**src/rtl/uart_tx.sv**
```systemverilog
// Buffered UART transmitter: a small byte FIFO feeding an 8N1 (or 8E1) serialiser
// that advances one bit per baud_tick and chains queued frames without idle bits.
module uart_tx #(
    parameter int FIFO_DEPTH = 4,
    parameter bit PARITY_EN  = 1'b0
) (
    input  logic       clk,
    input  logic       rst,
    input  logic       baud_tick,
    input  logic       wr_en,
    input  logic [7:0] TxD_data,
    output logic       TxD,
    output logic       busy,
    output logic       full,
    output logic       empty,
    output logic       tx_done,
    output logic [2:0] dbg_state_o
);

    localparam int AW = $clog2(FIFO_DEPTH);
    localparam logic [AW:0] DEPTH_C = FIFO_DEPTH[AW:0];

    typedef enum logic [2:0] {
        S_IDLE   = 3'd0,
        S_START  = 3'd1,
        S_DATA   = 3'd2,
        S_PARITY = 3'd3,
        S_STOP   = 3'd4
    } state_t;

    state_t        state_q;
    logic          txd_q;
    logic          busy_q;
    logic          done_q;
    logic [7:0]    shift_q;
    logic [2:0]    bitcnt_q;
    logic          par_q;

    logic [7:0]    mem_q [FIFO_DEPTH];
    logic [AW-1:0] wptr_q;
    logic [AW-1:0] rptr_q;
    logic [AW:0]   count_q;
    logic [AW:0]   count_d;
    logic          wr_ok;
    logic          pop;
    logic [7:0]    head;

    // Flags come straight from the count register, so they never glitch.
    assign full  = (count_q == DEPTH_C);
    assign empty = (count_q == '0);
    assign head  = mem_q[rptr_q];

    assign wr_ok = wr_en & ~full;
    assign pop   = baud_tick & ~empty & ((state_q == S_IDLE) | (state_q == S_STOP));

    always_comb begin
        count_d = count_q;
        case ({wr_ok, pop})
            2'b10:   count_d = count_q + 1'b1;
            2'b01:   count_d = count_q - 1'b1;
            default: count_d = count_q;
        endcase
    end

    always_ff @(posedge clk) begin
        if (wr_ok) begin
            mem_q[wptr_q] <= TxD_data;
        end
    end

    always_ff @(posedge clk or negedge rst) begin
        if (!rst) begin
            wptr_q  <= '0;
            rptr_q  <= '0;
            count_q <= '0;
        end else begin
            if (wr_ok) wptr_q <= wptr_q + 1'b1;
            if (pop)   rptr_q <= rptr_q + 1'b1;
            count_q <= count_d;
        end
    end

    always_ff @(posedge clk or negedge rst) begin
        if (!rst) begin
            state_q  <= S_IDLE;
            txd_q    <= 1'b1;
            busy_q   <= 1'b0;
            done_q   <= 1'b0;
            shift_q  <= '0;
            bitcnt_q <= '0;
            par_q    <= 1'b0;
        end else begin
            done_q <= 1'b0;
            if (baud_tick) begin
                case (state_q)
                    S_IDLE: begin
                        if (!empty) begin
                            shift_q <= head;
                            par_q   <= ^head;
                            txd_q   <= 1'b0;
                            busy_q  <= 1'b1;
                            state_q <= S_START;
                        end
                    end
                    S_START: begin
                        txd_q    <= shift_q[0];
                        shift_q  <= shift_q >> 1;
                        bitcnt_q <= '0;
                        state_q  <= S_DATA;
                    end
                    S_DATA: begin
                        // bitcnt_q names the data bit currently on the line.
                        if (bitcnt_q == 3'd7) begin
                            if (PARITY_EN) begin
                                txd_q   <= par_q;
                                state_q <= S_PARITY;
                            end else begin
                                txd_q   <= 1'b1;
                                state_q <= S_STOP;
                            end
                        end else begin
                            txd_q    <= shift_q[0];
                            shift_q  <= shift_q >> 1;
                            bitcnt_q <= bitcnt_q + 1'b1;
                        end
                    end
                    S_PARITY: begin
                        txd_q   <= 1'b1;
                        state_q <= S_STOP;
                    end
                    S_STOP: begin
                        done_q <= 1'b1;
                        if (!empty) begin
                            shift_q <= head;
                            par_q   <= ^head;
                            txd_q   <= 1'b0;
                            state_q <= S_START;
                        end else begin
                            busy_q  <= 1'b0;
                            state_q <= S_IDLE;
                        end
                    end
                    default: begin
                        txd_q   <= 1'b1;
                        busy_q  <= 1'b0;
                        state_q <= S_IDLE;
                    end
                endcase
            end
        end
    end

    assign TxD         = txd_q;
    assign busy        = busy_q;
    assign tx_done     = done_q;
    assign dbg_state_o = state_q;

endmodule

```
**config.mk**
```make
export PLATFORM = sky130hd
export DESIGN_NAME = uart_tx
export DESIGN_NICKNAME = d
export VERILOG_FILES = /design/src/rtl/uart_tx.sv
export SDC_FILE = /design/constraint.sdc
export NUM_CORES = 1
export LEC_CHECK = 0
export ABC_AREA = 1
export CORE_MARGIN = 3
export CORE_UTILIZATION = 52
export DETAILED_ROUTE_END_ITERATION = 16
export GPL_ROUTABILITY_DRIVEN = 0
export GPL_TIMING_DRIVEN = 0
export HOLD_SLACK_MARGIN = 0.06
export PLACE_DENSITY = 0.72
export SYNTH_ARGS = -nofsm -noshare
export SYNTH_HDL_FRONTEND = slang
export SYNTH_SLANG_ARGS = --single-unit
```
**constraint.sdc**
```tcl
create_clock -name clk -period 2.2 [get_ports clk]
set_input_delay 0.22 -clock clk [delete_from_list [all_inputs] [get_ports clk]]
set_output_delay 0.22 -clock clk [all_outputs]
set_load 0.01 [all_outputs]
```
# After elaboration in Yosys (flattened, before gate mapping)
# Memory sizes are Yosys's and may differ from the RTL's.
# Cells that the tools add are included.
dict set report word_totals {
  ff_bits 24
  ramBits 32
  in_bits 12
  output_inout_bits 8
  wordCells 67
  mem_count 1
}
dict set report classes {
  n_addsub 5
  eq_ne 13
  mux 20
  bitwise 7
  reduce_logical 12
}
# name depth width rd rd_ports_with_merged_regs wr line_no
set mem_list {}
lappend mem_list {mem_q 4 8 1 0 1 39} ;# logic [7:0] mem_q [FIFO_DEPTH];
# operator n
set ops {}
lappend ops {{8-bit one-hot mux with 3 select lines} 1}
lappend ops {{8-bit two-way mux} 2}
lappend ops {{3-bit one-hot mux with 5 select lines} 1}
lappend ops {{3-bit one-hot mux with 2 select lines} 2}
lappend ops {{2-bit inequality test, second input constant} 5}
lappend ops {{3-bit equality test, second input constant} 3}
lappend ops {{1-bit two-way mux} 9}
lappend ops {{3-bit two-way mux} 3}
lappend ops {{4-bit AND reduction} 2}
lappend ops {{3-bit by 1-bit adder with 3-bit output, second input constant} 2}
lappend ops {{3-bit by 2-bit equality test with 1-bit output, second input constant} 2}
lappend ops {{3-bit logical NOT} 2}
lappend ops {{1-bit one-hot mux with 3 select lines} 2}
lappend ops {{3-bit AND reduction} 2}
lappend ops {{2-bit by 1-bit adder with 2-bit output, second input constant} 2}
lappend ops {{2-bit nonzero test} 2}
lappend ops {{1-bit bitwise AND} 3}
lappend ops {{3-bit by 1-bit equality test with 1-bit output, second input constant} 1}
lappend ops {{1-bit NOT} 3}
lappend ops {{3-bit nonzero test} 1}
lappend ops {{3-bit OR reduction} 1}
lappend ops {{3-bit by 1-bit subtractor with 3-bit output, second input constant} 1}
lappend ops {{2-bit by 1-bit equality test with 1-bit output, second input constant} 1}
lappend ops {{2-bit equality test, second input constant} 1}
lappend ops {{other kinds (3)} 3}

# Longest topological paths before layout
dict set report depth {
  ltp_word 6
  mapped_depth 10
  mapped_depth_nobuf 10
}

# Worst setup path after synthesis
# No wires, ideal clock.
dict set report synth_timing {
  kind {register to register}
  from {reg state_q[1], in the netlist dbg_state_o[1]}
  to {reg count_q[2]}
  setup_time_ns 0.131
  t_arrival_ns 1.918
  required_time_ns 2.069
  slack_ns 0.151
  stages_incl_launch_ff 11
  path_buffers 1
  period_less_slack_ns 2.049
  path_cell_list {dfrtp_1 -> nor2_1 -> buf_4 -> nand3_2 -> inv_1 -> ha_1 -> inv_1 -> fa_1 -> a21oi_1 -> o21ai_0 -> xor2_1}
}
dict set report synth_between {
  elab_chain_cells 5
  word_cells_on_any_way 8
  cone_classes {3 x eq/ne; 1 x mux; 2 x bitwise; 2 x reduce/logical}
}
# element line_no
set synth_rtl {}
lappend synth_rtl {{from (decl)} 31} ;# state_t state_q;
lappend synth_rtl {{from (signal assigned)} 85} ;# state_q <= S_IDLE;
lappend synth_rtl {{from (signal assigned)} 102} ;# state_q <= S_START;
lappend synth_rtl {{from (signal assigned)} 109} ;# state_q <= S_DATA;
lappend synth_rtl {{3-bit equality test / 3-bit logical NOT (equally long branches)} 54} ;# assign pop = baud_tick & ~empty & ((state_q == S_IDLE) | (state_q == S_STOP));
lappend synth_rtl {{1-bit OR (*)} 54}
lappend synth_rtl {{1-bit bitwise AND (*)} 54}
lappend synth_rtl {{named net pop} 45} ;# logic pop;
lappend synth_rtl {{2-bit by 1-bit equality test with 1-bit output / 2-bit equality test (equally long branches)} 58} ;# case ({wr_ok, pop})
lappend synth_rtl {{3-bit one-hot mux with 2 select lines / 2-bit nonzero test (equally long branches)} -}
lappend synth_rtl {{to (signal assigned)} 79} ;# count_q <= count_d;
lappend synth_rtl {{to (decl)} 42} ;# logic [AW:0] count_q;
# The timed path passes the listed nets; every way through them passes the cells marked *.
# A chain may end at the register's enable or synchronous reset.

# Final worst setup path
# Ends and elaborated chain as after synthesis.

==> results.yml <==
synthesis:
  synthFlopType: "edfxtp_1"
  yosys.area.top_type_share: 0.372
  syn_avg_cell_area_sq_um: 9.72
  async_flop_share: 0.429
  synth-seq-area-share: 0.604
  synth_area_sq_um: 2590
  synth_area_leaders: "edfxtp_1 (37%), dfrtp_1 (22%), nand2_1 (15%)"
  syn_nets: 286
  synth_edf_count: 32
  synth_top_area_cell: "edfxtp_1"
  synth_cell_types: 32
  syn_inst: 266
  synth_warnings: 0
  ys_ff_latch: 56
worst_setup_path:
  crit_path_top_delay_cell: "dfrtp_2"
  start_kind: "flop"
  worst_ep_arrival_time_ns: 2.21
  endpoint_kind: "flop"
  required_ns: 2.39
  path_cells: "nor2_4 -> buf_6 -> nand3_4 -> inv_2 -> ha_1 -> inv_1 -> fa_1 -> a21oi_1 -> o21ai_0 -> xor2_1"
  path_class: "flop to flop"
  path_buf_inv: 3
  slowest_delay_ns: 0.46
  crit_family: "adder cells"
  worst-path-max-fanout: 5
floorplanning:
  rows: 25
  die_w_microns: 76.5
  num_io_pins: 20
  die_h_microns: 76.5
  die-area_sq_um: 5860
  start_util: 0.544
  core_area_sq_um: 4750
power_and_ir_drop:
  switchingPower_w: 0.00155
  switching_share: 0.395
  power_frac_seq: 0.410
  p_int_w: 0.00238
  power_frac_clock: 0.140
  total_leakage_power_nw: 1.39
  powerDensity_nw_per_um2: 1300
  peakVddDrop_v: 0.000638
  combPwrFrac: 0.450
timing:
  fin_crit_ns: 2.02
  rsz0062_at_grt: "false"
  finClkSkew_ns: 0.00832
  slew_headroom: 0.274
  layout_worst_path_cycle_share: 0.920
  fmax_mhz: 494
  setup_viol: 0
  setup_tns_ns: 0
  final-hold-violation-count: 0
  drv_slew: 0
  worstMarginPinSlew_ns: 1.09
cells_and_area:
  layout.nets: 318
  fillers: 402
  syn_to_final_growth_pct: 16.8
  fin_area_sq_um: 3020
  diodes: 0
  drive_above_1_share: 0.134
  final_common_cell: "nand2_1"
  layout_common_cells: "nand2_1 (104), edfxtp_1 (32), nand3_1 (27)"
grt:
  antenna_found_initial: 0
  grt_usage: 0.162
  grt-ovfl-total: 0
  grt_max_degree: 25
  grt_pass1_vias: 1651
  grt_pass1_wl_microns: 7510
drt:
  vias: 1775
  drc: 0
  avgRoutedWirePerCell_microns: 12.4
  drt-vias-per-instance: 4.85
  drtAntennaViolNets: 0
  wl_microns: 4560
  drt-initial-drc-count: 76
  firstDrtPassIters: 4
clocking:
  cts.sinks: 56
  cts_tree: "built"
  clockBufferDepth: 2
  cts.clk_slew.worst_paths_ns: 0.10
  cts_root_buffer: "clkbuf_8"
  clock_latency_ns: 0.30
  cts_buffers: 5
  ctsHtreeMaxLevel: 2
placed_design:
  dp_hpwl_microns: 3120
  place_area_sq_um: 2850
  io_buffers: 18
min_path:
  worstHoldPathType: "input port to flop"
run:
  drv_cap: 0
run_status:
  outcome: "completed"
## power by group through the flow
stage          sequential [W]  clock, W  combinational (W)
6_report              0.00161  0.000550            0.00177
5_1_grt               0.00165  0.000613            0.00203
4_1_cts               0.00161  0.000567            0.00166
3_5_place_dp          0.00163         0            0.00164
3_3_place_gp          0.00162         0            0.00162
2_1_floorplan         0.00161         0            0.00118
## worst register-to-register path: cells and delay by family, from the launching register on
kind,cells,cell delay [ns]
compound gates,2,0.25
xor+xnor,1,0.15
fa+ha+maj,2,0.50
buf+inv,3,0.28
flops,1,0.46
simple gates,2,0.25
## logic make-up after synthesis
kind of cell,Yosys count,share of synthesized area
AOI/OAI and AO/OA,12,0.0256
xor gates and xnor gates,4,0.0135
adders and majority gates,8,0.0416
buffers and inverters,30,0.0508
DFF,56,0.604
and+or+nand+nor,156,0.264
## sequential cells by signal, indices dropped and copies added (netlist names), 2 cells and up
register and cells:
bitcnt_q 3, dbg_state_o 3, rptr_q 2, mem_q 32, count_q 3, shift_q 8
wptr_q 2
## synth_stat cells (3+ instances only)
library cell,n
a21oi_1,3
buf_2,3
dfrtp_1,23
edfxtp_1,32
ha_1,7
inv_1,19
inv_2,3
nand2_1,104
nand2_2,4
nand3_1,27
nor2_1,11
o21ai_0,6
xor2_1,3
## metrics by stage
| stage | util | hold WS [ns] | setup slack, ns | std cells | total power (W) |
|---|---|---|---|---|---|
| final | 0.635 | 0.350 | 0.177 | 366 | 0.00393 |
| after global routing | 0.635 | 0.349 | 0.0123 | 366 | 0.00429 |
| after CTS | 0.619 | 0.313 | 0.00833 | 359 | 0.00384 |
| after detailed placement | 0.599 | 0.460 | -0.0276 | 351 | 0.00328 |
| after global placement | 0.599 | 0.455 | 0.00993 | 351 | 0.00324 |
| after floorplan | - | -0.0756 | 0.151 | 266 | 0.00279 |
## worst paths after layout
path / end / from / cells after the start / slack [ns]
worst max-delay path: count_q[2] / dbg_state_o[1] / 10 / 0.18
worst min-delay path: bitcnt_q[0] / baud_tick / 3 / 0.35
worst max register to register: count_q[2] / dbg_state_o[1] / 10 / 0.18
worst min register to register: TxD / TxD / 2 / 0.47
max in group asynchronous: dbg_state_o[0] / rst / 1 / 0.98
min in group asynchronous: shift_q[3] / rst / 1 / 0.49
## routing by layer
| metal | wire length, microns | track usage |
|---|---|---|
| met5 | 0 | 0 |
| met4 | 55 | 0.0489 |
| met3 | 136 | 0.0378 |
| met2 | 2290 | 0.261 |
| met1 | 2080 | 0.219 |
## repair_timing
action | in CTS | in global routing
setup endpoints to repair | 1 | 1
pin swaps | 0 | 1
endpoints found under the hold margin | 0 | 0
gates resized for setup | 2 | 6
hold buffers | 0 | 0
setup buffers | 0 | 7
## area by class of cell
cell class | count | area [sq um] | share of cell area
sequential | 56 | 1570 | 0.518
multi-input combinational | 180 | 915 | 0.303
timing repair buffer | 25 | 233 | 0.0771
inverter | 23 | 86.3 | 0.0286
tap | 67 | 83.8 | 0.0278
clock buffer | 6 | 72.6 | 0.0240
buffer | 7 | 48.8 | 0.0162
clock inverter | 2 | 16.3 | 0.00539
No activity file was read; power rests on OpenSTA's default activity.
